`config.mk`:
```
export PLATFORM = sky130hd
export DESIGN_NAME = i2c_rx
export DESIGN_NICKNAME = d
export VERILOG_FILES = /design/src/rtl/i2c_rx.sv
export SDC_FILE = /design/constraint.sdc
export NUM_CORES = 1
export LEC_CHECK = 0
export BUFFER_PORTS_ARGS = -buffer_cell sky130_fd_sc_hd__buf_2
export CAP_MARGIN = 20
export CORE_UTILIZATION = 54
export CTS_BUF_LIST = sky130_fd_sc_hd__clkbuf_8
export DETAILED_ROUTE_END_ITERATION = 10
export GPL_ROUTABILITY_DRIVEN = 0
export MAX_ROUTING_LAYER = met4
export PLACE_DENSITY = 0.81
export SETUP_SLACK_MARGIN = 0.05
export SLEW_MARGIN = 20
export SYNTH_ARGS = -nofsm -noshare
export SYNTH_HDL_FRONTEND = slang
export SYNTH_SLANG_ARGS = --single-unit
```
`constraint.sdc`:
```
create_clock -name clk -period 1.8 [get_ports clk]
set_input_delay 0.36 -clock clk [delete_from_list [all_inputs] [get_ports clk]]
set_output_delay 0.36 -clock clk [all_outputs]
set_load 0.1 [all_outputs]
```
`src/rtl/i2c_rx.sv`:
```
// I2C write-only target receiver: oversampled SCL/SDA, START/STOP detection,
// 7-bit address match with ACK, and a per-byte write strobe with byte index.
module i2c_rx #(
    parameter logic [6:0]  ADDR  = 7'h28,
    parameter int unsigned BYTES = 2,
    localparam int unsigned IW   = (BYTES > 1) ? $clog2(BYTES) : 1
) (
    input  logic          clk,
    input  logic          rst_n,
    input  logic          scl_in,
    input  logic          sda_in,
    output logic          sda_oe,
    output logic          wr_en,
    output logic [7:0]    data_out,
    output logic [IW-1:0] index_out,
    output logic          busy,
    output logic          done
);

    localparam int unsigned CW = $clog2(BYTES + 1);
    localparam int unsigned BW = 4;

    typedef enum logic [2:0] {
        S_IDLE,
        S_ADDR,
        S_ADDR_ACK,
        S_DATA,
        S_DATA_ACK,
        S_IGNORE
    } state_t;

    state_t          state_q, state_d;
    logic [BW-1:0]   bit_cnt_q, bit_cnt_d;
    logic [7:0]      shift_q, shift_d;
    logic [CW-1:0]   byte_cnt_q, byte_cnt_d;
    logic            sda_oe_d, wr_en_d, busy_d, done_d;
    logic [7:0]      data_out_d;
    logic [IW-1:0]   index_out_d;

    logic scl_s1, scl_s2, scl_prev;
    logic sda_s1, sda_s2, sda_prev;
    logic scl_rise, scl_fall, start_det, stop_det;

    // Two-flop synchronisers plus previous-value registers; idle bus reads high
    always_ff @(posedge clk or negedge rst_n) begin
        if (!rst_n) begin
            scl_s1   <= 1'b1;
            scl_s2   <= 1'b1;
            scl_prev <= 1'b1;
            sda_s1   <= 1'b1;
            sda_s2   <= 1'b1;
            sda_prev <= 1'b1;
        end else begin
            scl_s1   <= scl_in;
            scl_s2   <= scl_s1;
            scl_prev <= scl_s2;
            sda_s1   <= sda_in;
            sda_s2   <= sda_s1;
            sda_prev <= sda_s2;
        end
    end

    assign scl_rise  =  scl_s2 & ~scl_prev;
    assign scl_fall  = ~scl_s2 &  scl_prev;
    assign start_det =  scl_s2 &  scl_prev &  sda_prev & ~sda_s2;
    assign stop_det  =  scl_s2 &  scl_prev & ~sda_prev &  sda_s2;

    always_ff @(posedge clk or negedge rst_n) begin
        if (!rst_n) begin
            state_q    <= S_IDLE;
            bit_cnt_q  <= '0;
            shift_q    <= '0;
            byte_cnt_q <= '0;
            sda_oe     <= 1'b0;
            wr_en      <= 1'b0;
            data_out   <= '0;
            index_out  <= '0;
            busy       <= 1'b0;
            done       <= 1'b0;
        end else begin
            state_q    <= state_d;
            bit_cnt_q  <= bit_cnt_d;
            shift_q    <= shift_d;
            byte_cnt_q <= byte_cnt_d;
            sda_oe     <= sda_oe_d;
            wr_en      <= wr_en_d;
            data_out   <= data_out_d;
            index_out  <= index_out_d;
            busy       <= busy_d;
            done       <= done_d;
        end
    end

    always_comb begin
        state_d     = state_q;
        bit_cnt_d   = bit_cnt_q;
        shift_d     = shift_q;
        byte_cnt_d  = byte_cnt_q;
        sda_oe_d    = sda_oe;
        wr_en_d     = 1'b0;
        data_out_d  = data_out;
        index_out_d = index_out;
        busy_d      = busy;
        done_d      = 1'b0;

        if (start_det) begin
            state_d    = S_ADDR;
            bit_cnt_d  = '0;
            byte_cnt_d = '0;
            sda_oe_d   = 1'b0;
        end else if (stop_det) begin
            state_d  = S_IDLE;
            sda_oe_d = 1'b0;
            busy_d   = 1'b0;
            done_d   = busy && (byte_cnt_q != '0);
        end else begin
            case (state_q)
                S_ADDR, S_DATA: begin
                    if (scl_rise && (bit_cnt_q < BW'(8))) begin
                        shift_d   = {shift_q[6:0], sda_s2};
                        bit_cnt_d = bit_cnt_q + BW'(1);
                    end else if (scl_fall && (bit_cnt_q == BW'(8))) begin
                        bit_cnt_d = '0;
                        if (state_q == S_ADDR) begin
                            if ((shift_q[7:1] == ADDR) && !shift_q[0]) begin
                                state_d  = S_ADDR_ACK;
                                sda_oe_d = 1'b1;
                                busy_d   = 1'b1;
                            end else begin
                                state_d  = S_IGNORE;
                                sda_oe_d = 1'b0;
                            end
                        end else if (byte_cnt_q < CW'(BYTES)) begin
                            wr_en_d     = 1'b1;
                            data_out_d  = shift_q;
                            index_out_d = IW'(byte_cnt_q);
                            byte_cnt_d  = byte_cnt_q + CW'(1);
                            sda_oe_d    = 1'b1;
                            state_d     = S_DATA_ACK;
                        end else begin
                            sda_oe_d = 1'b0;
                            state_d  = S_IGNORE;
                        end
                    end
                end
                S_ADDR_ACK, S_DATA_ACK: begin
                    // ACK held through the ninth clock, released on its falling edge
                    if (scl_fall) begin
                        state_d   = S_DATA;
                        sda_oe_d  = 1'b0;
                        bit_cnt_d = '0;
                    end
                end
                S_IGNORE: sda_oe_d = 1'b0;
                default:  state_d  = state_q;
            endcase
        end
    end

endmodule

```
==> out/results.tsv <==
stage	metric	value	unit
run_status	status	finished, violations left	
run_status	violations	DRC, setup timing	
die	die_area	3240	um^2
logic_synthesis	synth-edff-count	0	
die	num_io_pins	17	
clocking	cts_inserted_buffers	5	
die	coreArea	2810	um^2
power_and_ir_drop	ir_drop	0.000927	V
clocking	h-tree-depth	2	
logic_synthesis	async_flop_share	1.00	
power_and_ir_drop	p_switching	0.896	mW
clocking	clock-root-buffer	clkbuf_8	
die	die_y	56.9	um
run	cap_viol_max_count	0	
layout	drive_gt1_frac	0.405	
timing	hold_viol_final	0	
timing	fin_ws	-6.39	ps
detailed_routing	wl_per_cell	15.2	um
power_and_ir_drop	seqPwrFrac	0.408	
die	fp.dieW	56.9	um
critical_path	rrSetupSlack	-6	ps
power_and_ir_drop	power.density	1440	nW/um^2
timing	drv_slew	0	
layout	final_cells	189	
grt	grt_pass1_vias	1081	
critical_path	path_class	reg2reg	
placed_design	placed_cells	178	
timing	worst_hold_slack	136	ps
clocking	cts_buffer_depth	2	
detailed_routing	drt_first_pass_iters	7	
power_and_ir_drop	p_int	1.87	mW
logic_synthesis	syn_avg_cell_area	12.3	um^2
logic_synthesis	synth_cell_types	41	
logic_synthesis	synth_seq_area_share	0.558	
logic_synthesis	syn-instance-count	132	
timing	tns	-6.39	ps
layout	diodes	0	
critical_path	worstPathRequired	1980	ps
die	start_util	0.581	
grt	antenna_found_initial	0	
grt	overflow	0	
detailed_routing	top_layer	met4	
detailed_routing	routed_wl	2.88	mm
timing	worst_slew_pin_slew	749	ps
layout	area_growth	18.0	%
placed_design	dp_hpwl	1.94	mm
die	row_count	19	
detailed_routing	routedLengthMet1	1.23	mm
timing	finalClockSkew	6.15	ps
timing	final.period_utilization	1.00	
power_and_ir_drop	clkPwrFrac	0.274	
logic_synthesis	ys_top_cells_by_area	dfrtp_1 46%, dfstp_2 9.7%, mux2_2 7.6%	
logic_synthesis	ys.flop_type	dfrtp_1	
timing	setup-violations-final	1	
layout	fin_nets	164	
timing	fmax	0.554	GHz
logic_synthesis	synth_top_area_frac	0.461	
grt	grt_max_degree	37	
clocking	insertion_delay	290	ps
clocking	cts.clk_slew.worst_paths	70	ps
logic_synthesis	synth_fp_nets	139	
logic_synthesis	synth_top_area_cell	dfrtp_1	
detailed_routing	num_vias	1071	
detailed_routing	wl_met2	1.51	mm
placed_design	place_area	1740	um^2
timing	grt_setup_unrepaired	yes	
power_and_ir_drop	combPwrFrac	0.318	
layout	fin_area	1920	um^2
grt	track_usage	0.207	
critical_path	start_kind	register	
critical_path	end_kind	register	
placed_design	port_buffers	16	
power_and_ir_drop	swShare	0.324	
critical_path	cp.arrival	1980	ps
critical_path	cp_max_fo	4	
grt	grt_pass1_wl	4.87	mm
logic_synthesis	netlist_area	1630	um^2
hold_path	hp-class	in2async	
clocking	cts_sinks	36	
detailed_routing	viasPerCell	5.67	
layout	finish.utilization	0.686	
power_and_ir_drop	p_leak	0.957	nW
timing	relSlewSlack	0.501	
logic_synthesis	yosys_register_bits	36	
logic_synthesis	yosysWarningCount	0	
clocking	tritoncts	yes	
timing	min_period	1810	ps
detailed_routing	ant_nets	0	
detailed_routing	drt_iter0_drc	40	
detailed_routing	met3WireLength	111	um
detailed_routing	drcViolationCount	2	
power_and_ir_drop	power	2.77	mW
placed_design	pre_cts_slack	55.1	ps
==> layout by cell type (no fill, tap or decap), drive strengths merged, types with 2 or more instances in the layout <==
cell type and instances:
nand4 2, buf 24, ha 3, nor2 4, a211oi 2, dfstp 6, o21ai 8, a21oi 9
dfrtp 30, mux2 17, nand2 8, nand2b 3, a31oi 3, nand3 3, clkbuf 7, mux2i 2
inv 9, and3 2
==> logic make-up after synthesis <==
family | after synthesis | share of synthesized area
buf+inv | 15 | 0.0491
compound gates | 25 | 0.0960
flops | 36 | 0.558
mux | 19 | 0.141
simple gates | 32 | 0.122
fa+ha+maj | 3 | 0.0230
xor+xnor | 2 | 0.0108
==> what timing repair did <==
| item | 4_1_cts | 5_1_grt |
|---|---|---|
| pin swaps | 0 | 6 |
| gates cloned | 0 | 0 |
| hold buffers | 0 | 0 |
| gates resized for setup | 1 | 9 |
| setup endpoints to repair | 1 | 15 |
| buffers inserted | 0 | 3 |
==> power groups by stage <==
stage          Combinational (mW)  Sequential, mW  Clock (mW)
2_1_floorplan               0.536            1.15           0
3_5_place_dp                0.731            1.14           0
5_1_grt                     0.979            1.15       0.808
3_3_place_gp                0.701            1.13           0
6_report                    0.881            1.13       0.758
4_1_cts                     0.748            1.13       0.773
==> per-layer routing <==
metal,track usage,up-vias
li1,-,512
met1,0.254,538
met2,0.329,19
met3,0.0645,2
met4,0.0627,0
met5,-,-
==> cells in the mapped netlist (2+ instances only) <==
cell type,count
and3_1,2
ha_1,3
o21ai_0,7
a21oi_1,8
buf_4,2
nand3_1,3
mux2_4,5
a31oi_1,3
inv_1,9
mux2_2,11
nor2_1,4
nand2b_1,3
mux2i_1,2
dfrtp_1,30
nand2_1,8
dfstp_2,6
buf_6,2
==> critical path, stage by stage, from the launching register on <==
cell	delay, ps
dfrtp_1	400
inv_2	100
ha_4	150
nand2_4	50
nor4_4	340
nand2_1	150
a21oi_2	210
mux2_4	310
==> registers in the layout (all words and copies together) (netlist names) <==
register	flops
scl_prev	1
bit_cnt_q	4
sda_s2	1
byte_cnt_q	2
data_out	8
shift_q	8
sda_s1	1
sda_prev	1
done	1
state_q	3
busy	1
scl_s1	1
sda_oe	1
scl_s2	1
wr_en	1
index_out	1
==> area by class of cell <==
class / instances / area (um^2)
fill: 211 / 882
sequential: 36 / 908
clock buffer: 7 / 96.3
clock inverter: 1 / 30.0
tap: 31 / 38.8
timing repair buffer: 24 / 148
inverter: 9 / 33.8
multi-input combinational: 81 / 668
==> worst paths after layout <==
| check | startpoint | to | cells after the start |
|---|---|---|---|
| worst min register to register | sda_s1 | sda_s2 | 0 |
| worst max-delay path | bit_cnt_q[0] | sda_oe | 7 |
| max in group asynchronous | rst_n | bit_cnt_q[2] | 1 |
| worst min-delay path | rst_n | state_q[1] | 1 |
| worst max register to register | bit_cnt_q[0] | sda_oe | 7 |
| min in group clk | scl_in | scl_s1 | 1 |
Power figures use the tool's default switching activity.
